## config.mk

```make
export PLATFORM = sky130hd
export DESIGN_NAME = vanilla_pc_sequencer
export DESIGN_NICKNAME = d
export VERILOG_FILES = /design/src/rtl/vanilla_pc_sequencer.sv
export SDC_FILE = /design/constraint.sdc
export NUM_CORES = 1
export LEC_CHECK = 0
export CORE_ASPECT_RATIO = 2
export CORE_MARGIN = 3
export CORE_UTILIZATION = 46
export DETAILED_ROUTE_END_ITERATION = 12
export PLACE_DENSITY = 0.88
export SLEW_MARGIN = 20
export SYNTH_ARGS = -nofsm -noshare
export SYNTH_HDL_FRONTEND = slang
export SYNTH_SLANG_ARGS = --single-unit
```

## constraint.sdc

```tcl
create_clock -name clk_i -period 5.7 [get_ports clk_i]
set_input_delay 1.14 -clock clk_i [delete_from_list [all_inputs] [get_ports clk_i]]
set_output_delay 1.14 -clock clk_i [all_outputs]
set_load 0.005 [all_outputs]
```

## src/rtl/vanilla_pc_sequencer.sv

```systemverilog
// vanilla_pc_sequencer: in-order fetch PC sequencer with redirect and wrong-path squash.
module vanilla_pc_sequencer #(
    parameter int pc_width_p        = 22,
    parameter int max_outstanding_p = 4,
    parameter int cnt_width_p       = $clog2(max_outstanding_p + 1)
) (
    input  logic                  clk_i,
    input  logic                  reset_i,
    input  logic [pc_width_p-1:0] pc_init_i,
    input  logic                  freeze_i,
    input  logic                  stall_i,
    output logic                  fetch_v_o,
    output logic [pc_width_p-1:0] fetch_pc_o,
    input  logic                  fetch_ready_i,
    input  logic                  imem_v_i,
    input  logic [31:0]           imem_instr_i,
    output logic                  instr_v_o,
    output logic [31:0]           instr_o,
    output logic [pc_width_p-1:0] instr_pc_o,
    output logic [31:0]           instr_pc_next_o,
    input  logic                  exe_v_i,
    input  logic                  exe_is_branch_i,
    input  logic                  exe_is_jump_i,
    input  logic                  exe_jump_now_i,
    input  logic [pc_width_p-1:0] exe_branch_target_i,
    input  logic                  exe_is_jalr_i,
    input  logic [pc_width_p-1:0] exe_jalr_addr_i,
    output logic                  flush_o,
    output logic                  idle_o
);
    localparam logic [1:0] state_reset  = 2'd0;
    localparam logic [1:0] state_run    = 2'd1;
    localparam logic [1:0] state_frozen = 2'd2;

    logic [1:0]            state_q, state_d;
    logic [pc_width_p-1:0] pc_q, pc_d, resp_pc_q, resp_pc_d, shadow_q, shadow_d;
    logic [cnt_width_p-1:0] outstanding_q, outstanding_d, squash_q, squash_d;
    logic                  running, redirect, issue, ret;
    logic [pc_width_p-1:0] target;

    always_comb begin
        running       = state_q != state_reset;
        redirect      = running & exe_v_i & ((exe_is_branch_i & exe_jump_now_i) | exe_is_jump_i);
        target        = exe_is_jalr_i ? exe_jalr_addr_i : exe_branch_target_i;
        fetch_v_o     = (state_q == state_run) & ~freeze_i & ~stall_i
                        & (outstanding_q < cnt_width_p'(max_outstanding_p));
        issue         = fetch_v_o & fetch_ready_i;
        ret           = imem_v_i;
        state_d       = (state_q == state_reset) ? state_run : freeze_i ? state_frozen : state_run;
        pc_d          = redirect ? target : pc_q + pc_width_p'(issue);
        outstanding_d = outstanding_q + cnt_width_p'(issue) - cnt_width_p'(ret);
        squash_d      = redirect ? outstanding_d : squash_q - cnt_width_p'(ret && squash_q != '0);
        shadow_d      = redirect ? target : shadow_q;
        // the redirect target becomes the tagged PC only once every wrong-path response is gone
        resp_pc_d     = redirect ? ((outstanding_d == '0) ? target : resp_pc_q)
                      : !ret ? resp_pc_q
                      : (squash_q == cnt_width_p'(1)) ? shadow_q
                      : (squash_q == '0) ? resp_pc_q + pc_width_p'(1) : resp_pc_q;
        flush_o         = redirect;
        idle_o          = (state_q == state_frozen) & (outstanding_q == '0);
        fetch_pc_o      = pc_q;
        instr_v_o       = running & imem_v_i & (squash_q == '0) & ~redirect;
        instr_o         = running ? imem_instr_i : '0;
        instr_pc_o      = running ? resp_pc_q : '0;
        instr_pc_next_o = running ? 32'({resp_pc_q + pc_width_p'(1), 2'b00}) : '0;
    end

    always_ff @(posedge clk_i) begin
        if (reset_i) begin
            state_q       <= state_reset;
            pc_q          <= pc_init_i;
            resp_pc_q     <= pc_init_i;
            shadow_q      <= '0;
            outstanding_q <= '0;
            squash_q      <= '0;
        end else begin
            state_q       <= state_d;
            pc_q          <= pc_d;
            resp_pc_q     <= resp_pc_d;
            shadow_q      <= shadow_d;
            outstanding_q <= outstanding_d;
            squash_q      <= squash_d;
        end
    end

    always_ff @(posedge clk_i)
        if (!reset_i && imem_v_i)
            assert (outstanding_q != '0);
endmodule

```

# Word-level counts from Yosys, hierarchy flattened
# Cells that the tools add are included.
# totals
wordCells,58
register_bits,74
input_bits,109
out_inout_bits,112
# classes
n_eq_ne,4
order_cmp,1
n_reduce_logical,11
n_bitwise,15
mux,15
n_addsub,5
# op_table
cell,count
22-bit two-way mux,10
32-bit two-way mux,1
24-bit two-way mux,1
22-bit by 1-bit adder with 22-bit output,1
22-bit by 1-bit adder with 22-bit output (second input constant),1
1-bit AND,11
3-bit logical NOT,3
3-bit nonzero test,2
3-bit by 1-bit subtractor with 3-bit output,2
4-bit nonzero test,1
3-bit by 1-bit adder with 3-bit output,1
3-bit by 1-bit == test with 1-bit output (second input constant),1
3-bit < comparator (second input constant),1
3-bit two-way mux,1
3-bit by 2-bit inequality test with 1-bit output (second input constant),1
1-bit NOT,3
3-bit AND reduction,1
2-bit by 1-bit == test with 1-bit output (second input constant),1
2-bit == test (second input constant),1
2-bit logical NOT,1
2-bit two-way mux,1
2-bit nonzero test,1
2-bit OR reduction,1
1-bit logical AND,1
2 further kinds,2

# Depth between registers and ports, before layout
# Gate-level depths: netlist of the first run.
# depth
depth_word,11
ltp_mapped,12
depth_no_buf,11

# Least setup slack after synthesis of the first run
# Ideal clock, no wire load.
# synth_timing
kind,input port to flip-flop
start,input stall_i
end,"register resp_pc_q[0], enable pin"
stages,10
slack_ns,1.695
t_arrival_ns,3.622
path_cell_list,nor4_1 > nand2_1 > ha_1 > inv_1 > ha_1 > fa_1 > xor2_1 > xnor2_1 > nor4_1 > a311o_1
# synth_between
elab_chain_cells,9
# synth_rtl
item,line_no,source
from (decl),11,"input logic stall_i,"
1-bit NOT,45,fetch_v_o = (state_q == state_run) & ~freeze_i & ~stall_i
1-bit AND,45,
1-bit AND,46,& (outstanding_q < cnt_width_p'(max_outstanding_p));
1-bit AND,47,issue = fetch_v_o & fetch_ready_i;
3-bit by 1-bit adder with 3-bit output,51,outstanding_d = outstanding_q + cnt_width_p'(issue) - cnt_width_p'(ret);
3-bit by 1-bit subtractor with 3-bit output,51,
3-bit logical NOT,55,resp_pc_d = redirect ? ((outstanding_d == '0) ? target : resp_pc_q)
3-bit by 2-bit inequality test with 1-bit output (no line),n/a,
3-bit AND reduction (no line),n/a,
to (signal assigned),72,resp_pc_q <= pc_init_i;
to (signal assigned),79,resp_pc_q <= resp_pc_d;
to (decl),36,"logic [pc_width_p-1:0] pc_q, pc_d, resp_pc_q, resp_pc_d, shadow_q, shadow_d;"
# No other way between the ends.
# A chain may end at the register's enable or synchronous reset.

# Worst setup path after layout of the first run
# layout_timing
start,input freeze_i
end,"register resp_pc_q[12], enable pin"
# layout_between
elab_chain_cells,10
# layout_rtl
item,line_no,source
from (decl),10,"input logic freeze_i,"
1-bit NOT,45,
1-bit AND (2 in series),45,
1-bit AND,46,
1-bit AND,47,
3-bit by 1-bit adder with 3-bit output,51,
3-bit by 1-bit subtractor with 3-bit output,51,
3-bit logical NOT,55,
3-bit by 2-bit inequality test with 1-bit output (no line),n/a,
3-bit AND reduction (no line),n/a,
# No other way between the ends.

==> impl_metrics.json, run 1 <==
{
  "design_area_um2": 7240,
  "die_y_um": 151,
  "cp.arrival_ps": 4400,
  "via_per_inst": 5.58,
  "row_count": 52,
  "hold_class": "flip-flop to flip-flop",
  "crit_path_end_kind": "flip-flop",
  "clk_pin_slew_worst_paths_ps": 60,
  "start_util": 0.473,
  "hpwl_um": 13100,
  "yosysTopAreaCell": "dfxtp_1",
  "ios": 221,
  "syn_area_um2": 4830,
  "drt_iter0_drc": 260,
  "dr.pass1.iters": 5,
  "worst-path-max-fanout": 22,
  "fin_nets": 908,
  "place.gp.congestion": 0.894,
  "synth_area_leaders": "dfxtp_1 22%, edfxtp_1 14%, and2_1 7.8%",
  "pre_cts_slack_ps": 920,
  "ys_ff_latch": 74,
  "fmax_ghz": 0.225,
  "fin_skew_ps": 6.92,
  "wl_um": 16500,
  "worst_pin_slew_ps": 1010,
  "cts.sinks": 74,
  "drv_slew": 0,
  "status": "completed",
  "grt_util_all_layers": 0.271,
  "ys_seq_area_frac": 0.352,
  "cts_tree": "yes",
  "rsz0062_at_grt": "no",
  "synth.top_cell.area_share": 0.215,
  "slew_headroom": 0.327,
  "cp.required_ps": 5650,
  "grt_pass1_vias": 5156,
  "p_total_uw": 1990,
  "cts_hold_buffers": 0,
  "ys.flop_type": "dfxtp_1",
  "vdd_drop_max_uv": 174,
  "synth_common_cells": "60 x and2_1, 58 x nand2_1, 57 x nor2_1, 52 x dfxtp_1, 43 x a21oi_1",
  "finalSetupViolCount": 0,
  "period_minus_slack_ps": 4450,
  "overflow": 0,
  "period_share": 0.780,
  "rrSetupSlack_ps": 2100,
  "antenna_found_initial": 0,
  "yosysMostFrequentCell": "and2_1",
  "numCtsBuffers": 9,
  "die_x_um": 78.5,
  "maxCapViolCount": 0,
  "worstSkewPairLatency_ps": 330,
  "synth-edff-count": 22,
  "ant_nets": 0,
  "rr_startpoint": "state_q[1]$_SDFF_PP0_",
  "cts_root_buffer": "clkbuf_16",
  "ys_warn_count": 0,
  "start_kind": "input pin",
  "num_vias": 5192,
  "postCtsSetupBuffers": 0,
  "stdcell_count": 931,
  "r2r_cells": 11,
  "drive_gt1_frac": 0.0503,
  "grt_pass1_wl_um": 25100,
  "cp-endpoint": "resp_pc_q[12]$_DFFE_PP_",
  "powerDensity_nw_per_um2": 275,
  "area_growth_pct": 49.8,
  "placedCellCount": 915,
  "drc": 0,
  "r2r-end": "resp_pc_q[12]$_DFFE_PP_",
  "post_cts_resize_count": 0,
  "n_antenna_cell": 0,
  "coreArea_um2": 10200,
  "yosysUniqueCellTypes": 60,
  "die_area_um2": 11800,
  "final.setup.tns_ps": 0,
  "leakagePower_uw": 0.00281,
  "async_reset_ff_frac": 0,
  "startpoint": "freeze_i",
  "avgSynthCellArea_um2": 8.06,
  "layout_setup_ws_ps": 1250,
  "grt_max_degree": 67,
  "syn-instance-count": 600,
  "postPlaceCellArea_um2": 6960,
  "fillerInstances": 821,
  "cts_buffer_depth": 2,
  "avgRoutedWirePerCell_um": 17.7,
  "htreeDepth": 3,
  "final_hold_viol_count": 0,
  "portBuffers": 210,
  "critPathKind": "input pin to flip-flop"
}
how the worst min path moves through the flow:
| stage | from | to | slack (ps) | cells after the start |
|---|---|---|---|---|
| CTS | shadow_q[17]$_SDFFE_PP0P_ | shadow_q[17]$_SDFFE_PP0P_ | 460 | 2 |
| global placement | shadow_q[20]$_SDFFE_PP0P_ | shadow_q[20]$_SDFFE_PP0P_ | 440 | 2 |
| finish | shadow_q[17]$_SDFFE_PP0P_ | shadow_q[17]$_SDFFE_PP0P_ | 460 | 2 |
| global route | shadow_q[6]$_SDFFE_PP0P_ | shadow_q[6]$_SDFFE_PP0P_ | 480 | 1 |
| floorplan | shadow_q[11]$_SDFFE_PP0P_ | shadow_q[11]$_SDFFE_PP0P_ | 440 | 1 |
| detailed placement | shadow_q[17]$_SDFFE_PP0P_ | shadow_q[17]$_SDFFE_PP0P_ | 450 | 2 |
metrics by stage:
step / utilization / hold WS [ps]
after floorplan: - / 435
after global placement: 0.681 / 443
after detailed placement: 0.681 / 448
after CTS: 0.709 / 456
after global routing: 0.709 / 475
final: 0.709 / 457
flip-flops by register name, summed over array words and instances (netlist names):
register       count
fetch_pc_o        22
outstanding_q      3
resp_pc_q         22
shadow_q          22
squash_q           3
state_q            2
final cells by class:
type	count	area (µm²)	area share
clock buffer	10	250	0.0346
clock inverter	6	30.0	0.00415
inverter	17	63.8	0.00881
multi-input combinational	473	2880	0.398
sequential	74	1700	0.235
tap	135	169	0.0233
timing repair buffer	216	2140	0.296
where the power goes:
group	internal (µW)	total, µW	switching, µW
registers	642	739	97.5
logic	391	728	338
clock network	315	527	211
placed cells by master, fill, tap and decap left out, types with 8 or more instances in the layout:
cell type        synthesis  final
a21oi_1                 43     43
a31oi_1                 11     11
and2_1                  60     60
and3_1                   8      8
clkbuf_16                0     10
clkdlybuf4s50_1          0    209
conb_1                   1     10
dfxtp_1                 52     52
edfxtp_1                22     22
inv_1                   15     15
mux2_2                  10     10
mux2i_1                 13     13
nand2_1                 58     58
nand3_1                 19     19
nor2_1                  57     57
nor3_1                  15     14
nor4_1                   8      8
o21a_1                  18     18
o21ai_0                 31     31
o21ai_1                 13     13
xnor2_1                 13     13
xor2_1                  15     15
metal layers:
| layer | vias to the layer above | wire length, µm | share of wire | track usage |
|---|---|---|---|---|
| met3 | 52 | 1180 | 0.072 | 0.0452 |
| li1 | 2479 | - | - | - |
| met2 | 283 | 8730 | 0.53 | 0.504 |
| met4 | 0 | 785 | 0.048 | 0.153 |
| met5 | - | 0 | 0 | 0 |
| met1 | 2378 | 5810 | 0.35 | 0.281 |
kinds of logic after synthesis:
family,share of synthesized area
simple gates,0.287
compound gates,0.178
flops,0.352
buf+inv,0.0595
xor+xnor,0.0507
mux,0.0502
fa+ha+maj,0.0223
other cells,0.000776
critical path, stage by stage:
cell and delay, ps:
clkdlybuf4s50_1 440, nor4_1 380, nand2_1 140, ha_1 290, inv_1 40, ha_1 190
fa_1 390, xor2_1 160, xnor2_1 170, nor4_1 200, a311o_1 830
(Power assumes the default switching activity.)
==> run 2, diff against run 1 <==
--- a/config.mk
+++ b/config.mk
@@ -7,9 +7,9 @@
 export LEC_CHECK = 0
 export CORE_ASPECT_RATIO = 2
 export CORE_MARGIN = 3
-export CORE_UTILIZATION = 46
+export CORE_UTILIZATION = 38
 export DETAILED_ROUTE_END_ITERATION = 12
-export PLACE_DENSITY = 0.88
+export PLACE_DENSITY = 0.77
 export SLEW_MARGIN = 20
 export SYNTH_ARGS = -nofsm -noshare
 export SYNTH_HDL_FRONTEND = slang
==> constraint.sdc (replaced) <==
create_clock -name clk_i -period 3.75 [get_ports clk_i]
set_input_delay 0.75 -clock clk_i [delete_from_list [all_inputs] [get_ports clk_i]]
set_output_delay 0.75 -clock clk_i [all_outputs]
set_load 0.005 [all_outputs]
==> impl_metrics.json, run 2 (synthesis results as in run 1) <==
{
  "status": "completed",
  "crit_path_end_kind": "output port",
  "cts_buffer_depth": 2,
  "via_per_inst": 5.37,
  "area_growth_pct": 51.8,
  "rrSetupSlack_ps": 670,
  "place.gp.congestion": 0.857,
  "postPlaceCellArea_um2": 7050,
  "r2r_cells": 12,
  "rr_startpoint": "state_q[1]$_SDFF_PP0_",
  "final_common_cell": "clkdlybuf4s50_1",
  "cts_tree": "yes",
  "cts.sinks": 74,
  "post_cts_resize_count": 0,
  "cp.arrival_ps": 2790,
  "htreeDepth": 3,
  "worst-path-max-fanout": 5,
  "final_hold_viol_count": 0,
  "die_area_um2": 14200,
  "path_cells": "ha_1 -> nand3_1 -> nor3_2 -> nor4b_1 -> o21a_1 -> clkdlybuf4s50_1",
  "grt_pass1_vias": 5050,
  "num_vias": 5100,
  "start_kind": "flip-flop",
  "wl_met3_um": 884,
  "grt_util_all_layers": 0.238,
  "start_util": 0.394,
  "postCtsSetupBuffers": 0,
  "n_antenna_cell": 0,
  "cpLargestDelayFamily": "simple AND/OR/NAND/NOR gates",
  "rsz0062_at_grt": "no",
  "wl_um": 17000,
  "grt_max_degree": 62,
  "r2r-end": "resp_pc_q[13]$_DFFE_PP_",
  "slew_headroom": 0.328,
  "leakagePower_uw": 0.00286,
  "portBuffers": 210,
  "drc": 0,
  "met1Wirelength_um": 6520,
  "overflow": 0,
  "clk_pin_slew_worst_paths_ps": 60,
  "fin_nets": 915,
  "worstPathBufferInverterCount": 1,
  "whs_ps": 454,
  "cts_root_buffer": "clkbuf_16",
  "dr.pass1.iters": 5,
  "antenna_found_initial": 0,
  "hpwl_um": 13500,
  "numCtsBuffers": 9,
  "cp_slowest_cell": "clkdlybuf4s50_1",
  "grt_pass1_wl_um": 26300,
  "worst_pin_slew_ps": 1000,
  "coreArea_um2": 12300,
  "slowest_delay_ps": 520,
  "cts_hold_buffers": 0,
  "critPathKind": "flip-flop to output port",
  "design_area_um2": 7340,
  "period_share": 0.945,
  "vdd_drop_max_uv": 340,
  "die_x_um": 85.7,
  "final_cell_mix": "209 x clkdlybuf4s50_1, 60 x and2_1, 58 x nand2_1",
  "row_count": 57,
  "dr_wl_met2_um": 9180,
  "fmax_ghz": 0.282,
  "finalSetupViolCount": 0,
  "drv_slew": 0,
  "p_total_uw": 3090,
  "period_minus_slack_ps": 3540,
  "powerDensity_nw_per_um2": 421,
  "fin_skew_ps": 9.90,
  "startpoint": "resp_pc_q[1]$_DFFE_PP_",
  "top_layer_used": "met4",
  "ios": 221,
  "hold_class": "flip-flop to flip-flop",
  "cp.required_ps": 3000,
  "drt_iter0_drc": 266,
  "avgRoutedWirePerCell_um": 17.9,
  "cp-endpoint": "instr_pc_next_o[22]",
  "die_y_um": 165,
  "worstSkewPairLatency_ps": 340,
  "maxCapViolCount": 0,
  "utilization": 0.598,
  "cp_num_cells": 6,
  "drive_gt1_frac": 0.0598,
  "ant_nets": 0
}
-- run 2: area by class of cell --
type	count	area, µm²
multi-input combinational	473	2880
timing repair buffer	223	2220
tap	147	184
fill	1115	4930
sequential	74	1700
clock buffer	12	256
clock inverter	4	27.5
inverter	17	63.8
-- run 2: how the worst min path moves through the flow --
stage	start	cells after the start	endpoint
3_3_place_gp	shadow_q[9]$_SDFFE_PP0P_	2	shadow_q[9]$_SDFFE_PP0P_
5_1_grt	shadow_q[16]$_SDFFE_PP0P_	2	shadow_q[16]$_SDFFE_PP0P_
3_5_place_dp	shadow_q[15]$_SDFFE_PP0P_	2	shadow_q[15]$_SDFFE_PP0P_
2_1_floorplan	shadow_q[11]$_SDFFE_PP0P_	1	shadow_q[11]$_SDFFE_PP0P_
6_report	shadow_q[15]$_SDFFE_PP0P_	2	shadow_q[15]$_SDFFE_PP0P_
4_1_cts	shadow_q[15]$_SDFFE_PP0P_	2	shadow_q[15]$_SDFFE_PP0P_
-- run 2: metrics by stage --
stage               cells  setup TNS, ps  setup slack [ps]
floorplan             609              0               135
CTS                   950              0               188
global route          950              0              44.6
detailed placement    934          -1650             -76.0
global placement      934              0              26.5
finish                950              0               208
-- run 2: metal layers --
layer | vias up | track usage
li1 | 2486 | -
met1 | 2387 | 0.275
met2 | 200 | 0.437
met3 | 27 | 0.0263
met4 | 0 | 0.0965
met5 | - | 0
-- run 2: power breakdown --
group	internal [µW]	total, µW	switching (µW)
registers	974	1120	146
clock network	484	817	333
logic	619	1150	530
total	2080	3090	1010
-- run 2: worst register-to-register path, stage by stage (launching register included) --
cell	delay (ps)
dfxtp_1	320
nand2b_1	150
nor4_1	280
nand2_1	150
ha_1	290
inv_1	40
ha_1	190
fa_1	380
xor2_1	160
xnor2_1	140
nor4_1	240
a311o_1	220
buf_12	180
